--- src/rtl/mul_div_pkg.sv ---
// Shared types for the iterative multiply/divide sequencer.
package mul_div_pkg;

  typedef enum logic [1:0] {
    IDLE,
    RUN,
    DONE
  } state_t;

  typedef enum logic {
    OP_MULU,
    OP_DIVU
  } op_t;

endpackage

--- src/rtl/mul_div_datapath.sv ---
// One radix-2 iteration of shift-add multiply or restoring divide.
// Purely combinational so the iteration step can be swapped without touching control.
module mul_div_datapath
  import mul_div_pkg::*;
#(
  parameter int WIDTH = 32
) (
  input  op_t              op,
  input  logic [WIDTH-1:0] hi,
  input  logic [WIDTH-1:0] lo,
  input  logic [WIDTH-1:0] b,
  output logic [WIDTH-1:0] hi_nxt,
  output logic [WIDTH-1:0] lo_nxt
);

  logic [WIDTH:0] sum;
  logic [WIDTH:0] rem_sh;
  logic [WIDTH:0] trial;

  always_comb begin
    sum    = {1'b0, hi} + (lo[0] ? {1'b0, b} : {(WIDTH + 1){1'b0}});
    rem_sh = {hi, lo[WIDTH-1]};
    // Remainder stays below the divisor, so bit WIDTH of the trial is its sign.
    trial  = rem_sh - {1'b0, b};
    hi_nxt = hi;
    lo_nxt = lo;
    if (op == OP_MULU) begin
      hi_nxt = sum[WIDTH:1];
      lo_nxt = {sum[0], lo[WIDTH-1:1]};
    end else if (!trial[WIDTH]) begin
      hi_nxt = trial[WIDTH-1:0];
      lo_nxt = {lo[WIDTH-2:0], 1'b1};
    end else begin
      hi_nxt = rem_sh[WIDTH-1:0];
      lo_nxt = {lo[WIDTH-2:0], 1'b0};
    end
  end

endmodule

--- src/rtl/mul_div_ctrl.sv ---
// Iterative unsigned MULU/DIVU sequencer: IDLE -> RUN (WIDTH cycles) -> DONE.
// The hi/lo accumulator doubles as the result registers and holds until the next accept.
module mul_div_ctrl
  import mul_div_pkg::*;
#(
  parameter int WIDTH = 32
) (
  input  logic             clk,
  input  logic             reset,
  input  logic             req_valid,
  output logic             req_ready,
  input  logic             req_op,
  input  logic [WIDTH-1:0] op_a,
  input  logic [WIDTH-1:0] op_b,
  input  logic             flush,
  output logic             resp_valid,
  output logic [WIDTH-1:0] result_lo,
  output logic [WIDTH-1:0] result_hi
);

  localparam int CNT_W = $clog2(WIDTH) + 1;
  localparam logic [CNT_W-1:0] LAST_ITER = CNT_W'(WIDTH - 1);

  state_t           state;
  op_t              op_q;
  logic [WIDTH-1:0] b_q;
  logic [WIDTH-1:0] hi_q;
  logic [WIDTH-1:0] lo_q;
  logic [WIDTH-1:0] hi_nxt;
  logic [WIDTH-1:0] lo_nxt;
  logic [CNT_W-1:0] cnt;

  mul_div_datapath #(
    .WIDTH(WIDTH)
  ) u_datapath (
    .op    (op_q),
    .hi    (hi_q),
    .lo    (lo_q),
    .b     (b_q),
    .hi_nxt(hi_nxt),
    .lo_nxt(lo_nxt)
  );

  always_ff @(posedge clk) begin
    if (reset) begin
      state      <= IDLE;
      req_ready  <= 1'b1;
      resp_valid <= 1'b0;
      op_q       <= OP_MULU;
      b_q        <= '0;
      hi_q       <= '0;
      lo_q       <= '0;
      cnt        <= '0;
    end else if (flush) begin
      state      <= IDLE;
      req_ready  <= 1'b1;
      resp_valid <= 1'b0;
    end else begin
      case (state)
        IDLE: begin
          if (req_valid) begin
            state     <= RUN;
            req_ready <= 1'b0;
            op_q      <= op_t'(req_op);
            b_q       <= op_b;
            hi_q      <= '0;
            lo_q      <= op_a;
            cnt       <= '0;
          end
        end
        RUN: begin
          hi_q <= hi_nxt;
          lo_q <= lo_nxt;
          cnt  <= cnt + 1'b1;
          if (cnt == LAST_ITER) begin
            state      <= DONE;
            resp_valid <= 1'b1;
          end
        end
        DONE: begin
          state      <= IDLE;
          resp_valid <= 1'b0;
          req_ready  <= 1'b1;
        end
        default: begin
          state      <= IDLE;
          resp_valid <= 1'b0;
          req_ready  <= 1'b1;
        end
      endcase
    end
  end

  assign result_lo = lo_q;
  assign result_hi = hi_q;

endmodule

--- config.mk ---
export PLATFORM = sky130hd
export DESIGN_NAME = mul_div_ctrl
export DESIGN_NICKNAME = d
export VERILOG_FILES = /design/src/rtl/mul_div_pkg.sv /design/src/rtl/mul_div_datapath.sv /design/src/rtl/mul_div_ctrl.sv
export SDC_FILE = /design/constraint.sdc
export NUM_CORES = 1
export LEC_CHECK = 0
export CAP_MARGIN = 25
export CORE_MARGIN = 3
export CORE_UTILIZATION = 25
export CTS_CLUSTER_SIZE = 16
export DETAILED_ROUTE_END_ITERATION = 7
export GPL_ROUTABILITY_DRIVEN = 0
export SYNTH_ARGS = -nofsm -noshare
export SYNTH_HDL_FRONTEND = slang
export SYNTH_HIERARCHICAL = 1
export SYNTH_SLANG_ARGS = --single-unit
--- constraint.sdc ---
create_clock -name clk -period 4.4 [get_ports clk]
set_clock_uncertainty 0.1 [all_clocks]
set_input_delay 0.66 -clock clk [delete_from_list [all_inputs] [get_ports clk]]
set_output_delay 0.66 -clock clk [all_outputs]
set_load 0.02 [all_outputs]
# After elaboration in Yosys (flattened, before gate mapping)
# Cells that the tools add are included.
[classes]
eq_ne = 4
reduce_logical = 8
bitwise = 3
mux = 18
addsub = 3
[op_table]
columns = ["op", "count"]
rows = [
  ["two-way mux 32 bit", 6],
  ["case mux 32 bit (2 select lines)", 2],
  ["adder 32 x 33 -> 33 bit", 1],
  ["subtractor 33 x 32 -> 33 bit", 1],
  ["case mux 6 bit (2 select lines)", 1],
  ["adder 6 x 1 -> 6 bit (second input constant)", 1],
  ["== test 6 x 5 -> 1 bit (second input constant)", 1],
  ["two-way mux 6 bit", 1],
  ["AND reduction 2 bit", 3],
  ["AND reduction 3 bit", 2],
  ["two-way mux 2 bit", 2],
  ["inequality test 2 bit (second input constant)", 2],
  ["case mux 1 bit (2 select lines)", 2],
  ["case mux 2 bit (2 select lines)", 1],
  ["two-way mux 1 bit", 3],
  ["NOT 1 bit", 3],
  ["== test 2 x 1 -> 1 bit (second input constant)", 1],
  ["zero test 2 bit", 1],
  ["nonzero test 2 bit", 1],
  ["OR reduction 2 bit", 1],
]
[word_totals]
regBits = 107
output_inout_bits = 66
input_bits = 69

# Longest topological paths before layout
[depth]
ltp_word = 4
mapped_depth = 15
depth_no_buf = 14

# Modules after synthesis
# Netlist, hierarchy kept.
[by_module_without_submodules]
columns = ["mod", "n_inst", "area_each_um2", "cells_per_inst"]
rows = [
  ["mul_div_datapath", 1, 4860.9, 726],
  ["mul_div_ctrl", 1, 4301.6, 529],
]

# Worst setup path after synthesis
# No wires, ideal clock.
[synth_timing]
path_type = "register to register"
start = "reg lo_q[0], in the netlist result_lo[0]"
end = "reg hi_q[29], in the netlist result_hi[29]"
n_path_buf = 1
period_less_slack_ns = 3.268
t_arrival_ns = 3.097
stages_incl_launch_ff = 16
setup_slack_ns = 1.132
required_time_ns = 4.230
cell_sequence = "dfxtp_1 clkbuf_1 and2_1 ha_1 fa_1 a21oi_1 o211ai_1 a32oi_1 nand2_1 o22ai_1 o21ai_0 a41oi_1 xor2_1 o22ai_1 nand4_1 a21oi_1"
[synth_between]
elab_chain_cells = 4
[synth_rtl]
columns = ["element", "line", "source"]
rows = [
  ["start: declaration", "mul_div_ctrl.sv:28", "logic [WIDTH-1:0] lo_q;"],
  ["start signal: assignment", "mul_div_ctrl.sv:67", "lo_q <= op_a;"],
  ["start signal: assignment", "mul_div_ctrl.sv:73", "lo_q <= lo_nxt;"],
  ["two-way mux 32 bit", "mul_div_datapath.sv:21", "sum = {1'b0, hi} + (lo[0] ? {1'b0, b} : {(WIDTH + 1){1'b0}});"],
  ["adder 32 x 33 -> 33 bit", "mul_div_datapath.sv:21", ""],
  ["two-way mux 32 bit", "mul_div_datapath.sv:27", "if (op == OP_MULU) begin"],
  ["via hi_nxt[29]", "mul_div_ctrl.sv:29", "logic [WIDTH-1:0] hi_nxt;"],
  ["case mux 32 bit (2 select lines)", "mul_div_ctrl.sv:59", "case (state)"],
  ["end signal: assignment", "mul_div_ctrl.sv:72", "hi_q <= hi_nxt;"],
  ["end: declaration", "mul_div_ctrl.sv:27", "logic [WIDTH-1:0] hi_q;"],
]
# The timed path passes the listed nets, and every way through them passes these cells.
# A chain may end at the register's enable or synchronous reset.

# Worst setup path after layout
# Same ends and word-level chain as after synthesis.

==> metrics <==
status finished clean; Max clock buf depth 2; Slew HR 45.8%; syn_area_per_cell 7.30 um2; Setup Viol. Count Final 0; chip width 197 um; reported leakage power 4.24 nW; Setup crit end kind flop; Post-synth top cells nand2_1 (208), a21oi_1 (169), dfxtp_1 (107), o21ai_0 (80); Synth Register Bits 107; final WL 31.3 mm; Max VDD drop 0.000184 V; CTS Root Cell clkbuf_16; RSZ-0062 raised after global routing no; CTS tree done; total power 0.00263 W; PortBufs 134; Layout Nets 1466; syn_nets 1391; Area Overhead vs Synth 21.6%; DIE AREA 39000 um2; EDFF count, synth 0; final hold vios 0; vias per cell 5.30; Worst EP required 4520 ps; YS warnings 6; leading area contributor after synthesis dfxtp_1; final cycle utilization of the critical path 88.1%; first drt pass iteration count 6; DP HPWL 22.6 mm; top cell type's share of synthesized area 23.4%; Post-Syn Area 9160 um2; fmax 0.258 GHz; gr usage total 15.6%; CP max-delay cell dfxtp_1; fraction of layout cells with a size suffix above 1 6.82%; Crit Path Class flop to flop; drt drc 0; setup TNS 0 ps; post-cts resize count 0; Slew @ Worst Pin 813 ps; largest net degree at the start of global routing 68; post-layout minimum cycle time 3870 ps; First DRT Iteration DRCs 614; core area 35800 um2; Wirelength per Cell 17.4 um; Util after Layout 31.1%; Unique masters post-synth 76; worst skew pair latency 370 ps; Max Slew Vio Count 0; footprint of the multi-input gates 6430 um2; max incr delay on CP 490 ps; synth top area cells dfxtp_1 (23%), a21oi_1 (9.2%), ha_1 (8.9%), nand2_1 (8.5%), o21ai_0 (4.4%); H-tree levels 3; crit path DAT 4000 ps; # fillers 3829; first-pass GRT wire length 49.7 mm; Register Area 2150 um2; ant diodes 0; async set or reset register ratio after synthesis 0%; register area share after synthesis 23.4%; initial antenna violation count 4; postcts setup bufs 0; Worst-path clk slew 80 ps; total CTS buffers 9; Initial Util 25.6%; clk sink count 107; placed insts 1780; Power Density 236 nW/um2; die height 197 um; vias 9522; max_cap viols 0; most frequent cell after synthesis nand2_1; Finished Layout Cells 1796; Routed Antenna Nets 0; CTS Hold Buffers Added 0; Worst Path Max Fanout 20; vias in the first global route 8861; worst path cell trace and2_1, ha_1, fa_1, a21oi_1, o211ai_1, a32oi_1, nand2_1, o22ai_1, o21ai_0, a41oi_1, xor2_1, o22ai_1, nand4_1, a21oi_1; GRT overflow 0; Top FF cell, synth dfxtp_1; final hold slack 368 ps; min-delay worst type flop to flop; num rows 69; IO Count 135; crit start category flop; Cells after Synth 1255
[cell type report]
type | count | share of cell area [%]
multi-input combinational | 1010 | 57.7
sequential | 107 | 19.3
timing repair buffer | 152 | 13.3
tap | 461 | 5.18
clock buffer | 10 | 2.05
inverter | 50 | 1.68
clock inverter | 6 | 0.752
[logic make-up after synthesis]
logic type               Yosys count  synth area share, %
XOR/XNOR                          55                 5.26
flip-flops                       107                 23.4
multiplexers                      39                 4.71
adder cells (fa/ha/maj)           67                 9.31
AO/OA/AOI/OAI                    408                 27.8
buffers and inverters            138                 6.53
AND/OR/NAND/NOR                  441                 23.0
[critical path, delay by kind of cell (launching register included)]
kind / cells / cell delay [ps]
xor gates and xnor gates: 1 / 210
DFF: 1 / 490
AOI/OAI and AO/OA: 8 / 1740
and+or+nand+nor: 3 / 510
adders and majority gates: 2 / 680
[sequential cells by signal, indices dropped and copies added (netlist names)]
signal,count
op_q,1
state,2
cnt,6
result_lo,32
req_ready,1
result_hi,32
resp_valid,1
b_q,32
[power breakdown]
group / total [W] / switching (W) / internal (W)
Sequential: 0.00105 / 0.0000476 / 0.00101
Clock: 0.000894 / 0.000436 / 0.000458
Combinational: 0.000681 / 0.000394 / 0.000288
Total: 0.00263 / 0.000878 / 0.00175
[cells in the final DEF (no fill, tap or decap), types with 24 or more instances in the layout]
cell	instances
a311oi_1	39
nand4_1	41
nand2_1	208
a21o_1	25
dfxtp_1	106
ha_1	65
a31oi_1	24
o21ai_0	80
clkdlybuf4s50_1	133
a21oi_1	169
xnor2_1	34
and2_1	37
mux2_2	33
inv_1	50
nor2_1	63
[final timing paths]
kind	from	to	slack [ps]	depth (start not counted)
worst min register to register	b_q[27]	b_q[27]	370	2
worst min-delay path	b_q[27]	b_q[27]	370	2
worst max-delay path	result_lo[0]	result_hi[29]	530	14
worst max register to register	result_lo[0]	result_hi[29]	530	14
[metal layers]
metal | wire length, um | GRT usage, %
met5 | 55 | 0
met2 | 13800 | 24.6
met3 | 2650 | 4.61
met1 | 14500 | 21.5
met4 | 299 | 2.80
[stage by stage]
step	worst slack (ps)	instance area (um2)
6_report	525	11100
5_1_grt	118	11100
4_1_cts	572	11100
3_5_place_dp	600	10800
3_3_place_gp	687	10800
2_1_floorplan	1130	9160
Note: power is estimated with default switching activity, not from simulation.
